File: config.mk
export PLATFORM = sky130hd
export DESIGN_NAME = pit_multi_ch_flat
export DESIGN_NICKNAME = d
export VERILOG_FILES = /design/src/rtl/pit_multi_ch_if.sv /design/src/rtl/pit_multi_ch.sv /design/src/flat_wrapper.sv
export SDC_FILE = /design/constraint.sdc
export NUM_CORES = 1
export LEC_CHECK = 0
export ABC_AREA = 1
export ABC_CLOCK_PERIOD_IN_PS = 3700
export BUFFER_PORTS_ARGS = -buffer_cell sky130_fd_sc_hd__buf_2
export CORE_UTILIZATION = 30
export CTS_BUF_LIST = sky130_fd_sc_hd__clkbuf_16
export CTS_CLUSTER_SIZE = 20
export DETAILED_ROUTE_END_ITERATION = 16
export PLACE_DENSITY = 0.42
export SYNTH_ARGS = -nofsm -noshare
export SYNTH_HDL_FRONTEND = slang
export SYNTH_SLANG_ARGS = --single-unit
File: constraint.sdc
create_clock -name wb_clk_i -period 3.7 [get_ports wb_clk_i]
set_clock_uncertainty 0.1 [all_clocks]
set_input_delay 1.11 -clock wb_clk_i [delete_from_list [all_inputs] [get_ports wb_clk_i]]
set_output_delay 1.11 -clock wb_clk_i [all_outputs]
set_load 0.01 [all_outputs]
File: src/rtl/pit_multi_ch_if.sv
// pit_multi_ch_if -- Wishbone classic slave bus bundle for pit_multi_ch.
//   AW : address width ($clog2(CHANNELS)+3 for the timer)
//   DW : data width
// Signals: wb_adr_i, wb_dat_i, wb_we_i, wb_stb_i, wb_cyc_i driven by the master;
//          wb_dat_o, wb_ack_o driven by the slave.
interface pit_multi_ch_if #(
    parameter int AW = 5,
    parameter int DW = 16
);
    logic [AW-1:0] wb_adr_i;
    logic [DW-1:0] wb_dat_i;
    logic [DW-1:0] wb_dat_o;
    logic          wb_we_i;
    logic          wb_stb_i;
    logic          wb_cyc_i;
    logic          wb_ack_o;

    modport master (
        output wb_adr_i, wb_dat_i, wb_we_i, wb_stb_i, wb_cyc_i,
        input  wb_dat_o, wb_ack_o
    );

    modport slave (
        input  wb_adr_i, wb_dat_i, wb_we_i, wb_stb_i, wb_cyc_i,
        output wb_dat_o, wb_ack_o
    );
endinterface

File: src/rtl/pit_multi_ch.sv
// pit_multi_ch -- multi-channel programmable interval timer with a shared prescaler.
// Ports:
//   wb_clk_i   : single clock, rising edge
//   wb_rst_i   : synchronous active-high reset
//   wb         : Wishbone slave (pit_multi_ch_if.slave), one wait state per access
//   pit_o      : per-channel one-cycle terminal pulse
//   pit_irq_o  : OR over channels of FLAG & IEN
//   pre_tick_o : one-cycle prescaler tick
// Address map: adr MSB=1 -> global {0 PRE_MOD, 1 FLAGS(W1C)}; MSB=0 -> {ch, reg}
//   reg 0 CTRL {4 CASCADE, 3 FLAG(RO), 2 IEN, 1 ONESHOT, 0 EN}, 1 MOD, 2 CNT(RO).
// Build option: define PIT_MULTI_CASCADE_EN to let channel n>0 count the
//   terminal events of channel n-1; otherwise CASCADE reads 0 and is ignored.
module pit_multi_ch #(
    parameter int CHANNELS   = 4,
    parameter int COUNT_SIZE = 16,
    parameter int PRE_SIZE   = 16,
    parameter int DWIDTH     = 16
) (
    input  logic                wb_clk_i,
    input  logic                wb_rst_i,
    pit_multi_ch_if.slave       wb,
    output logic [CHANNELS-1:0] pit_o,
    output logic                pit_irq_o,
    output logic                pre_tick_o
);
    localparam int AW = $clog2(CHANNELS) + 3;

    logic                  ack_q, ack_d;
    logic [DWIDTH-1:0]     dat_q, dat_d, rd_s;
    logic [PRE_SIZE-1:0]   pre_mod_q, pre_mod_d, pre_cnt_q, pre_cnt_d;
    logic                  pre_tick_s, pre_tick_q;
    logic [CHANNELS-1:0]   en_q, en_d, one_q, one_d, ien_q, ien_d;
    logic [CHANNELS-1:0]   flag_q, flag_d, casc_q, casc_d;
    logic [CHANNELS-1:0]   term_s, pit_q;
    logic                  irq_q, irq_d;
    logic [COUNT_SIZE-1:0] mod_q [CHANNELS];
    logic [COUNT_SIZE-1:0] mod_d [CHANNELS];
    logic [COUNT_SIZE-1:0] cnt_q [CHANNELS];
    logic [COUNT_SIZE-1:0] cnt_d [CHANNELS];

    logic          req_s, wr_s, glob_s;
    logic [1:0]    reg_s;
    logic [AW-1:0] ch_sel_s;

    assign req_s    = wb.wb_stb_i & wb.wb_cyc_i;
    // Writes commit on the ack cycle, while the master still holds the request.
    assign wr_s     = ack_q & req_s & wb.wb_we_i;
    assign glob_s   = wb.wb_adr_i[AW-1];
    assign reg_s    = wb.wb_adr_i[1:0];
    // Channel index; the global-space MSB lands in the top bit and is excluded by glob_s.
    assign ch_sel_s = wb.wb_adr_i >> 2;

    // Bus handshake: single ack one cycle after the request, never back to back.
    always_comb begin
        ack_d = req_s & ~ack_q;
        if (req_s && !ack_q) begin
            dat_d = rd_s;
        end else begin
            dat_d = {DWIDTH{1'b0}};
        end
    end

    // Register read multiplexer; narrow fields are zero-extended.
    always_comb begin
        rd_s = {DWIDTH{1'b0}};
        if (glob_s) begin
            case (reg_s)
                2'd0:    rd_s = DWIDTH'(pre_mod_q);
                2'd1:    rd_s = DWIDTH'(flag_q);
                default: rd_s = {DWIDTH{1'b0}};
            endcase
        end else begin
            for (int n = 0; n < CHANNELS; n++) begin
                if (ch_sel_s == AW'(n)) begin
                    case (reg_s)
                        2'd0:    rd_s = DWIDTH'({casc_q[n], flag_q[n], ien_q[n], one_q[n], en_q[n]});
                        2'd1:    rd_s = DWIDTH'(mod_q[n]);
                        2'd2:    rd_s = DWIDTH'(cnt_q[n]);
                        default: rd_s = {DWIDTH{1'b0}};
                    endcase
                end else begin
                    rd_s = rd_s;
                end
            end
        end
    end

    // Shared prescaler: wraps at PRE_MOD-1; a PRE_MOD write restarts it without a tick.
    always_comb begin
        pre_mod_d  = pre_mod_q;
        pre_cnt_d  = pre_cnt_q;
        pre_tick_s = 1'b0;
        if (wr_s && glob_s && reg_s == 2'd0) begin
            pre_mod_d = wb.wb_dat_i[PRE_SIZE-1:0];
            pre_cnt_d = {PRE_SIZE{1'b0}};
        end else if (pre_mod_q <= PRE_SIZE'(1)) begin
            pre_cnt_d  = {PRE_SIZE{1'b0}};
            pre_tick_s = 1'b1;
        end else if (pre_cnt_q == pre_mod_q - PRE_SIZE'(1)) begin
            pre_cnt_d  = {PRE_SIZE{1'b0}};
            pre_tick_s = 1'b1;
        end else begin
            pre_cnt_d = pre_cnt_q + PRE_SIZE'(1);
        end
    end

    // Channel counters, control writes, terminal events and flag W1C.
    always_comb begin
        logic ctrl_wr;
        logic mod_wr;
        logic tick;
`ifdef PIT_MULTI_CASCADE_EN
        logic prev_term;
        prev_term = 1'b0;
`endif
        for (int n = 0; n < CHANNELS; n++) begin
            en_d[n]   = en_q[n];
            one_d[n]  = one_q[n];
            ien_d[n]  = ien_q[n];
            flag_d[n] = flag_q[n];
            casc_d[n] = casc_q[n];
            mod_d[n]  = mod_q[n];
            cnt_d[n]  = cnt_q[n];
            term_s[n] = 1'b0;
            ctrl_wr   = wr_s && !glob_s && (ch_sel_s == AW'(n)) && (reg_s == 2'd0);
            mod_wr    = wr_s && !glob_s && (ch_sel_s == AW'(n)) && (reg_s == 2'd1);
            if (ctrl_wr) begin
                en_d[n]  = wb.wb_dat_i[0];
                one_d[n] = wb.wb_dat_i[1];
                ien_d[n] = wb.wb_dat_i[2];
`ifdef PIT_MULTI_CASCADE_EN
                casc_d[n] = (n > 0) ? wb.wb_dat_i[4] : 1'b0;
`else
                casc_d[n] = 1'b0;
`endif
                // Rising EN loads the modulo; no tick is taken this cycle since en_q is 0.
                if (!en_q[n] && wb.wb_dat_i[0]) begin
                    cnt_d[n] = mod_q[n];
                end else begin
                    cnt_d[n] = cnt_q[n];
                end
            end else begin
                en_d[n] = en_q[n];
            end
            if (mod_wr) begin
                mod_d[n] = wb.wb_dat_i[COUNT_SIZE-1:0];
            end else begin
                mod_d[n] = mod_q[n];
            end
`ifdef PIT_MULTI_CASCADE_EN
            tick = casc_q[n] ? prev_term : pre_tick_s;
`else
            tick = pre_tick_s;
`endif
            // W1C first so that a terminal event in the same cycle wins.
            if (wr_s && glob_s && reg_s == 2'd1 && wb.wb_dat_i[n]) begin
                flag_d[n] = 1'b0;
            end else begin
                flag_d[n] = flag_q[n];
            end
            // en_d gates the tick so a software clear freezes CNT immediately.
            if (en_q[n] && en_d[n] && tick) begin
                if (cnt_q[n] <= COUNT_SIZE'(1)) begin
                    term_s[n] = 1'b1;
                    flag_d[n] = 1'b1;
                    if (one_d[n]) begin
                        cnt_d[n] = {COUNT_SIZE{1'b0}};
                        en_d[n]  = 1'b0;
                    end else begin
                        cnt_d[n] = mod_q[n];
                    end
                end else begin
                    cnt_d[n] = cnt_q[n] - COUNT_SIZE'(1);
                end
            end else begin
                term_s[n] = 1'b0;
            end
`ifdef PIT_MULTI_CASCADE_EN
            prev_term = term_s[n];
`endif
        end
    end

    // Interrupt follows the next-state flags so it tracks FLAG & IEN without extra lag.
    always_comb begin
        irq_d = |(flag_d & ien_d);
    end

    // State and output registers with synchronous reset.
    always_ff @(posedge wb_clk_i) begin
        if (wb_rst_i) begin
            ack_q      <= 1'b0;
            dat_q      <= {DWIDTH{1'b0}};
            pre_mod_q  <= {PRE_SIZE{1'b0}};
            pre_cnt_q  <= {PRE_SIZE{1'b0}};
            pre_tick_q <= 1'b0;
            en_q       <= {CHANNELS{1'b0}};
            one_q      <= {CHANNELS{1'b0}};
            ien_q      <= {CHANNELS{1'b0}};
            flag_q     <= {CHANNELS{1'b0}};
            casc_q     <= {CHANNELS{1'b0}};
            pit_q      <= {CHANNELS{1'b0}};
            irq_q      <= 1'b0;
            for (int n = 0; n < CHANNELS; n++) begin
                mod_q[n] <= {COUNT_SIZE{1'b0}};
                cnt_q[n] <= {COUNT_SIZE{1'b0}};
            end
        end else begin
            ack_q      <= ack_d;
            dat_q      <= dat_d;
            pre_mod_q  <= pre_mod_d;
            pre_cnt_q  <= pre_cnt_d;
            pre_tick_q <= pre_tick_s;
            en_q       <= en_d;
            one_q      <= one_d;
            ien_q      <= ien_d;
            flag_q     <= flag_d;
            casc_q     <= casc_d;
            pit_q      <= term_s;
            irq_q      <= irq_d;
            for (int n = 0; n < CHANNELS; n++) begin
                mod_q[n] <= mod_d[n];
                cnt_q[n] <= cnt_d[n];
            end
        end
    end

    assign wb.wb_ack_o = ack_q;
    assign wb.wb_dat_o = dat_q;
    assign pit_o       = pit_q;
    assign pit_irq_o   = irq_q;
    assign pre_tick_o  = pre_tick_q;
endmodule

File: src/flat_wrapper.sv
// flat-port wrapper written by rule: the top's interface ports become plain ports
module pit_multi_ch_flat 
#(
    parameter int CHANNELS   = 4,
    parameter int COUNT_SIZE = 16,
    parameter int PRE_SIZE   = 16,
    parameter int DWIDTH     = 16
)
  (wb_clk_i, wb_rst_i, pit_o, pit_irq_o, pre_tick_o, wb_wb_adr_i, wb_wb_dat_i, wb_wb_we_i, wb_wb_stb_i, wb_wb_cyc_i, wb_wb_dat_o, wb_wb_ack_o);
  pit_multi_ch_if #(.AW((5)), .DW((16))) wb_i ();
  input  logic wb_clk_i;
  input  logic wb_rst_i;
  output logic [CHANNELS-1:0] pit_o;
  output logic pit_irq_o;
  output logic pre_tick_o;
  input wire logic [$bits(wb_i.wb_adr_i)-1:0] wb_wb_adr_i;
  input wire logic [$bits(wb_i.wb_dat_i)-1:0] wb_wb_dat_i;
  input wire logic [$bits(wb_i.wb_we_i)-1:0] wb_wb_we_i;
  input wire logic [$bits(wb_i.wb_stb_i)-1:0] wb_wb_stb_i;
  input wire logic [$bits(wb_i.wb_cyc_i)-1:0] wb_wb_cyc_i;
  output wire logic [$bits(wb_i.wb_dat_o)-1:0] wb_wb_dat_o;
  output wire logic [$bits(wb_i.wb_ack_o)-1:0] wb_wb_ack_o;
  assign wb_i.wb_adr_i = wb_wb_adr_i;
  assign wb_i.wb_dat_i = wb_wb_dat_i;
  assign wb_i.wb_we_i = wb_wb_we_i;
  assign wb_i.wb_stb_i = wb_wb_stb_i;
  assign wb_i.wb_cyc_i = wb_wb_cyc_i;
  assign wb_wb_dat_o = wb_i.wb_dat_o;
  assign wb_wb_ack_o = wb_i.wb_ack_o;
  pit_multi_ch #(.CHANNELS(CHANNELS), .COUNT_SIZE(COUNT_SIZE), .PRE_SIZE(PRE_SIZE), .DWIDTH(DWIDTH)) u_core (.wb_clk_i(wb_clk_i), .wb_rst_i(wb_rst_i), .wb(wb_i), .pit_o(pit_o), .pit_irq_o(pit_irq_o), .pre_tick_o(pre_tick_o));
endmodule
# ---- Yosys cells after proc, flatten, opt, wreduce, memory -nomap -nowiden
# Memories as Yosys holds them, arrays and structs flattened.
# Index checks and enable logic that the tools add are counted.
dict set report word_totals {
  mem_bits_rw 128
  output_inout_bits 23
  regBits 71
  inputBits 26
  mem_count 2
}
# name words width rd rd_clocked_by_memory_dff write_ports line_no
set mem_list {}
lappend mem_list {u_core.cnt_q 4 16 4 0 4 pit_multi_ch.sv:38} ;# logic [COUNT_SIZE-1:0] cnt_q [CHANNELS];
lappend mem_list {u_core.mod_q 4 16 4 0 4 pit_multi_ch.sv:36} ;# logic [COUNT_SIZE-1:0] mod_q [CHANNELS];
dict set report classes {
  muxes 88
  eq_ne 6
  reduce_logical 48
  addsub 6
  order_cmp 5
  n_bitwise 19
}
# op count
set op_table {}
lappend op_table {{2-to-1 mux 16 bit} 37}
lappend op_table {{one-hot mux 16 bit (3 select lines)} 4}
lappend op_table {{<= comparator 16 x 1 -> 1 bit, second input constant} 5}
lappend op_table {{subtractor 16 x 1 -> 16 bit, second input constant} 5}
lappend op_table {{2-to-1 mux 1 bit} 46}
lappend op_table {{logical AND 1 bit} 33}
lappend op_table {{one-hot mux 16 bit (2 select lines)} 1}
lappend op_table {{adder 16 x 1 -> 16 bit, second input constant} 1}
lappend op_table {{equality test 16 bit} 1}
lappend op_table {{OR reduction 2 bit} 5}
lappend op_table {{bitwise OR 1 bit} 8}
lappend op_table {{OR reduction 4 bit} 2}
lappend op_table {{equality test 3 x 2 -> 1 bit, second input constant} 2}
lappend op_table {{logical NOT 1 bit} 6}
lappend op_table {{NOT 1 bit} 6}
lappend op_table {{logical NOT 5 bit} 1}
lappend op_table {{AND 1 bit} 4}
lappend op_table {{AND 4 bit} 1}
lappend op_table {{equality test 3 x 1 -> 1 bit, second input constant} 1}
lappend op_table {{equality test 2 x 1 -> 1 bit, second input constant} 1}
lappend op_table {{equality test 2 bit, second input constant} 1}
lappend op_table {{logical NOT 2 bit} 1}

# ---- Longest topological paths before layout
dict set report logic_depth {
  depth_word 12
  depth_mapped 20
  mapped_depth_nobuf 19
}

# ---- Least setup slack after synthesis
# OpenSTA, ideal clock, no wires.
dict set report synth_path {
  kind {input to register}
  startpoint {in wb_wb_adr_i[0]}
  endpoint {mem u_core.cnt_q[3][12], in the netlist u_core.cnt_q[0][60]}
  setup_ns 0.115
  path_buffers 1
  cell_stages 11
  slack_ns 0.742
  required_time_ns 3.485
  arrival_time_ns 2.743
  path_cell_list {nor2_2 > inv_2 > nor3_2 > o21ai_0 > nor2_2 > nand3_2 > clkbuf_1 > nand2_1 > nand2_1 > nor2_1 > nor2_1}
}
# item line_no
set synth_rtl {}
lappend synth_rtl {{from (decl)} flat_wrapper.sv:16} ;# input wire logic [$bits(wb_i.wb_adr_i)-1:0] wb_wb_adr_i;
lappend synth_rtl {{to (decl)} pit_multi_ch.sv:38}

==> results.txt <==
* Relative max-transition margin: between 40% and 50%
- Counting every net in the synthesized netlist gives approximately 1900.
- Length of the first detailed-routing pass in iterations: 7
* Finished Core Util: 34.3%
- Once detail routing completed, the nets flagged for antenna violations numbered 0.
* # clock sinks: between 150 and 200
- The area growth from synthesis to layout is 11.6%.
* Drt drc: 0
- Top-count cell post-synth: sky130_fd_sc_hd__nand2_1
- Top cells by instance count after synthesis: sky130_fd_sc_hd__nand2_1, sky130_fd_sc_hd__nor2_1, sky130_fd_sc_hd__dfxtp_1
- Leakage component of the power: about 5.7 nW
- At the worst endpoint, the required time is between 3000 and 4000 ps.
* Iteration-0 DRC count of the detailed router: approximately 980
* Final critical path time including I/O delays and setup: 3270 ps
- The first global-routing pass estimated between 70 and 80 mm of wire.
* Source-to-sink clock delay at the later pin of the worst-skew pair: roughly 500 ps
- For the pin with the worst max-slew slack, the measured transition is approximately 860 ps.
* Syn avg cell area: ~6.5 um^2
* Fin worst setup slack: between 400 and 500 ps
- After synthesis, the largest area contributor takes up approximately 33% of total cell area.
- In this run, synthesis produced a sequential element count of 199.
- Synth Area in Adders: under 10%
* Antenna violations before repair: 2
- For this run, the number of standard cells in the final layout without fillers is approximately 2400.
* Post-Syn Area: around 12000 um^2
- Number of rows in the core area: 72
* Clock Pin Slew Worst Setup and Hold Paths: 80 ps
* Number of nets in the layout: about 1900
- In the synthesized netlist the dominant register cell turns out to be sky130_fd_sc_hd__dfxtp_1.
* Number of global-route vias before repair: 11600
* Grt total ovfl: 0
* Max FO, Critical Path: 16
* Place WS: between 200 and 300 ps
- Proportion of synthesized area in mux cells: 0%
* Cells after Synth: ~1800
- The initial utilization of the core area, before any placement, comes to a little under a third.
- The critical path in this run is classified as flop to flop.
* Overall Power: 4.35 mW
- Timing would allow up to 0.306 GHz.
* Vertical extent of the die: 202 um
- The worst path uses between 80 and 90% of the clock period.
* Post-route setup TNS: 0 ps
- Inserted Clock Buffers: 17
- Number of I/O port buffers: between 40 and 50
- Number of vias per cell after detailed routing: ~5.2
- STA puts the critical path data arrival time at 3550 ps.
- Count of hold buffers inserted by post-cts repair: 0
- Pwr/cell area: 325 nW/um^2
* Estimated wirelength of the detail-placed design: between 30 and 40 mm
* Tightest Hold Check Type: flop to flop
- Share of synthesized cell area in and, or, nand and nor gates: between 30% and 40%
* Level count of the clock H-tree: 4
- STA classifies the critical path endpoint as a flop.
* Number of instances in the placed design: approximately 2400
- Ranked by total cell area, the synthesized netlist is headed by sky130_fd_sc_hd__dfxtp_1, sky130_fd_sc_hd__nand2_1, sky130_fd_sc_hd__nor2_1.
* Mean routed wirelength per cell: roughly 19 um
- The die covers 40700 um^2.
- The worst-case IR drop observed on VDD is 0.333 mV.
- The netlist uses approximately 50 different library cells.
- Total number of yosys warnings: 0
* Async set-or-reset flop fraction in the synthesized netlist: 0%
- Number of synthesized flops with an enable pin: 0
* Compound-cell area share of the yosys netlist: between 20% and 30%
* Final max-slew violation count: 0
- After synthesis, the largest family of logic cells by area is simple AND/OR/NAND/NOR gates.
- Number of buffers inserted to repair setup after CTS: 0
- Setup repair after global routing left no endpoint under its margin.
- Setup-violating endpoint count in the final report: 0
- Filler instances: about 4300
- Post-Synth XOR/XNOR Area: about 4.2%
* Fraction of final layout cells with drive strength greater than 1: 9.19%
* Clock root cell: sky130_fd_sc_hd__clkbuf_16
- After synthesis, flip-flops and latches occupy between 30% and 40% of the total area.
* # IOs: about 50
* Global-route usage over all layers: a little under a quarter
- Hold violation total from the final report: 0
- Once the clock tree was built, the resizer swapped 0 gates to a different size.
- Max-cap violations in this run came to 0.
- Run status: complete, no violations
- Max Buffers Root-to-Sink: 2
* Area of the core region: 39000 um^2
- Total via count after detailed routing: between 10000 and 15000
- Wires add up to 45.6 mm.
- Clock tree from TritonCTS: yes
- The largest total area in the synthesized netlist belongs to sky130_fd_sc_hd__dfxtp_1.
* Setup crit start kind: flop
- Routability-driven placement finished with a final weighted congestion of 0.890.
- Entering global routing, the biggest net connects 88 pins.
* Chip Width: just over 200 um
==> cells by family (layout without fill, tap and decap cells) <==
family                   count (synthesis)  in the layout
adder cells (fa/ha/maj)                 11             11
flip-flops                             199            199
AO/OA/AOI/OAI                          456            456
AND/OR/NAND/NOR                        814            814
XOR/XNOR                                58             58
buffers and inverters                  304            333
other                                    0              2
==> metal layers <==
metal	up-vias	global-route usage, %	routed length [um]
li1	6183	-	-
met1	5794	32.9	22700
met2	308	34.1	19600
met3	55	4.08	2100
met4	2	7.87	1120
met5	-	0	13
==> report_power, final <==
part           switching [mW]  internal [mW]
Sequential            0.00308           2.14
Clock                    1.01          0.958
Combinational           0.178         0.0542
Total                    1.19           3.15
==> registers in the layout, summed over array words and instances, names as in the netlist <==
register            cells
u_core.cnt_q           64
u_core.en_q             4
u_core.flag_q           4
u_core.ien_q            4
u_core.mod_q           64
u_core.one_q            4
u_core.pit_irq_o        1
u_core.pit_o            4
u_core.pre_cnt_q       16
u_core.pre_mod_q       16
u_core.pre_tick_o       1
u_core.wb.wb_ack_o      1
u_core.wb.wb_dat_o     16
==> cells in the final DEF (no fill, tap or decap), drive strengths merged <==
cell	n
o2111ai	4
nand3	99
nor3	27
nor3b	6
dfxtp	199
and3	1
o21ai	239
ha	11
clkinvlp	3
a21oi	130
a221oi	8
nand2	330
and2	1
or2	3
o211ai	1
a31o	2
xor2	51
o22ai	36
o21bai	1
buf	93
nor4	4
a31oi	11
clkbuf	17
bufinv	1
inv	211
diode	2
o211a	1
nand4	75
o221ai	4
a22oi	2
o21a	2
xnor2	7
o31ai	7
nand3b	4
a22o	8
clkinv	8
nor2	264
==> per-stage QoR <==
stage	instance area (um^2)	hold WS, ps
floorplan	12000	339
global route	13400	374
detailed placement	12800	353
global placement	12800	350
finish	13400	366
CTS	13400	365
==> final cells by class <==
| type | instances | area, um^2 | area share (%) |
|---|---|---|---|
| antenna | 2 | 5.00 | 0.0374 |
| clock buffer | 17 | 425 | 3.18 |
| clock inverter | 15 | 163 | 1.22 |
| inverter | 208 | 783 | 5.86 |
| multi-input combinational | 1339 | 6770 | 50.6 |
| sequential | 199 | 3980 | 29.8 |
| tap | 518 | 648 | 4.85 |
| timing repair buffer | 93 | 591 | 4.42 |
==> path summary, 6_finish.rpt <==
path / startpoint / endpoint / slack, ps / cells after the start
max: u_core.pre_mod_q[0]$_SDFFE_PP0P_ / u_core.cnt_q[0][39]$_SDFFE_PP0P_ / 430 / 16
min: u_core.mod_q[0][1]$_SDFFE_PP0P_ / u_core.cnt_q[0][1]$_SDFFE_PP0P_ / 370 / 2
max reg2reg: u_core.pre_mod_q[0]$_SDFFE_PP0P_ / u_core.cnt_q[0][39]$_SDFFE_PP0P_ / 430 / 16
min reg2reg: u_core.mod_q[0][1]$_SDFFE_PP0P_ / u_core.cnt_q[0][1]$_SDFFE_PP0P_ / 370 / 2
==> critical path, stage by stage (launching register included) <==
cell                      delay (ps)
sky130_fd_sc_hd__dfxtp_1         320
sky130_fd_sc_hd__inv_1           190
sky130_fd_sc_hd__ha_1            320
sky130_fd_sc_hd__nand2_4         120
sky130_fd_sc_hd__nor2_4          170
sky130_fd_sc_hd__nand2_1          90
sky130_fd_sc_hd__xor2_1          230
sky130_fd_sc_hd__nand4_1         140
sky130_fd_sc_hd__nor2_1          130
sky130_fd_sc_hd__nand3_1         120
sky130_fd_sc_hd__nand2_2         250
sky130_fd_sc_hd__buf_12          200
sky130_fd_sc_hd__nand3_2         350
sky130_fd_sc_hd__nand2_1         170
sky130_fd_sc_hd__nand2_1          90
sky130_fd_sc_hd__nor2_1          110
sky130_fd_sc_hd__nor2_1           50
Note: power is estimated with default switching activity, not from simulation.
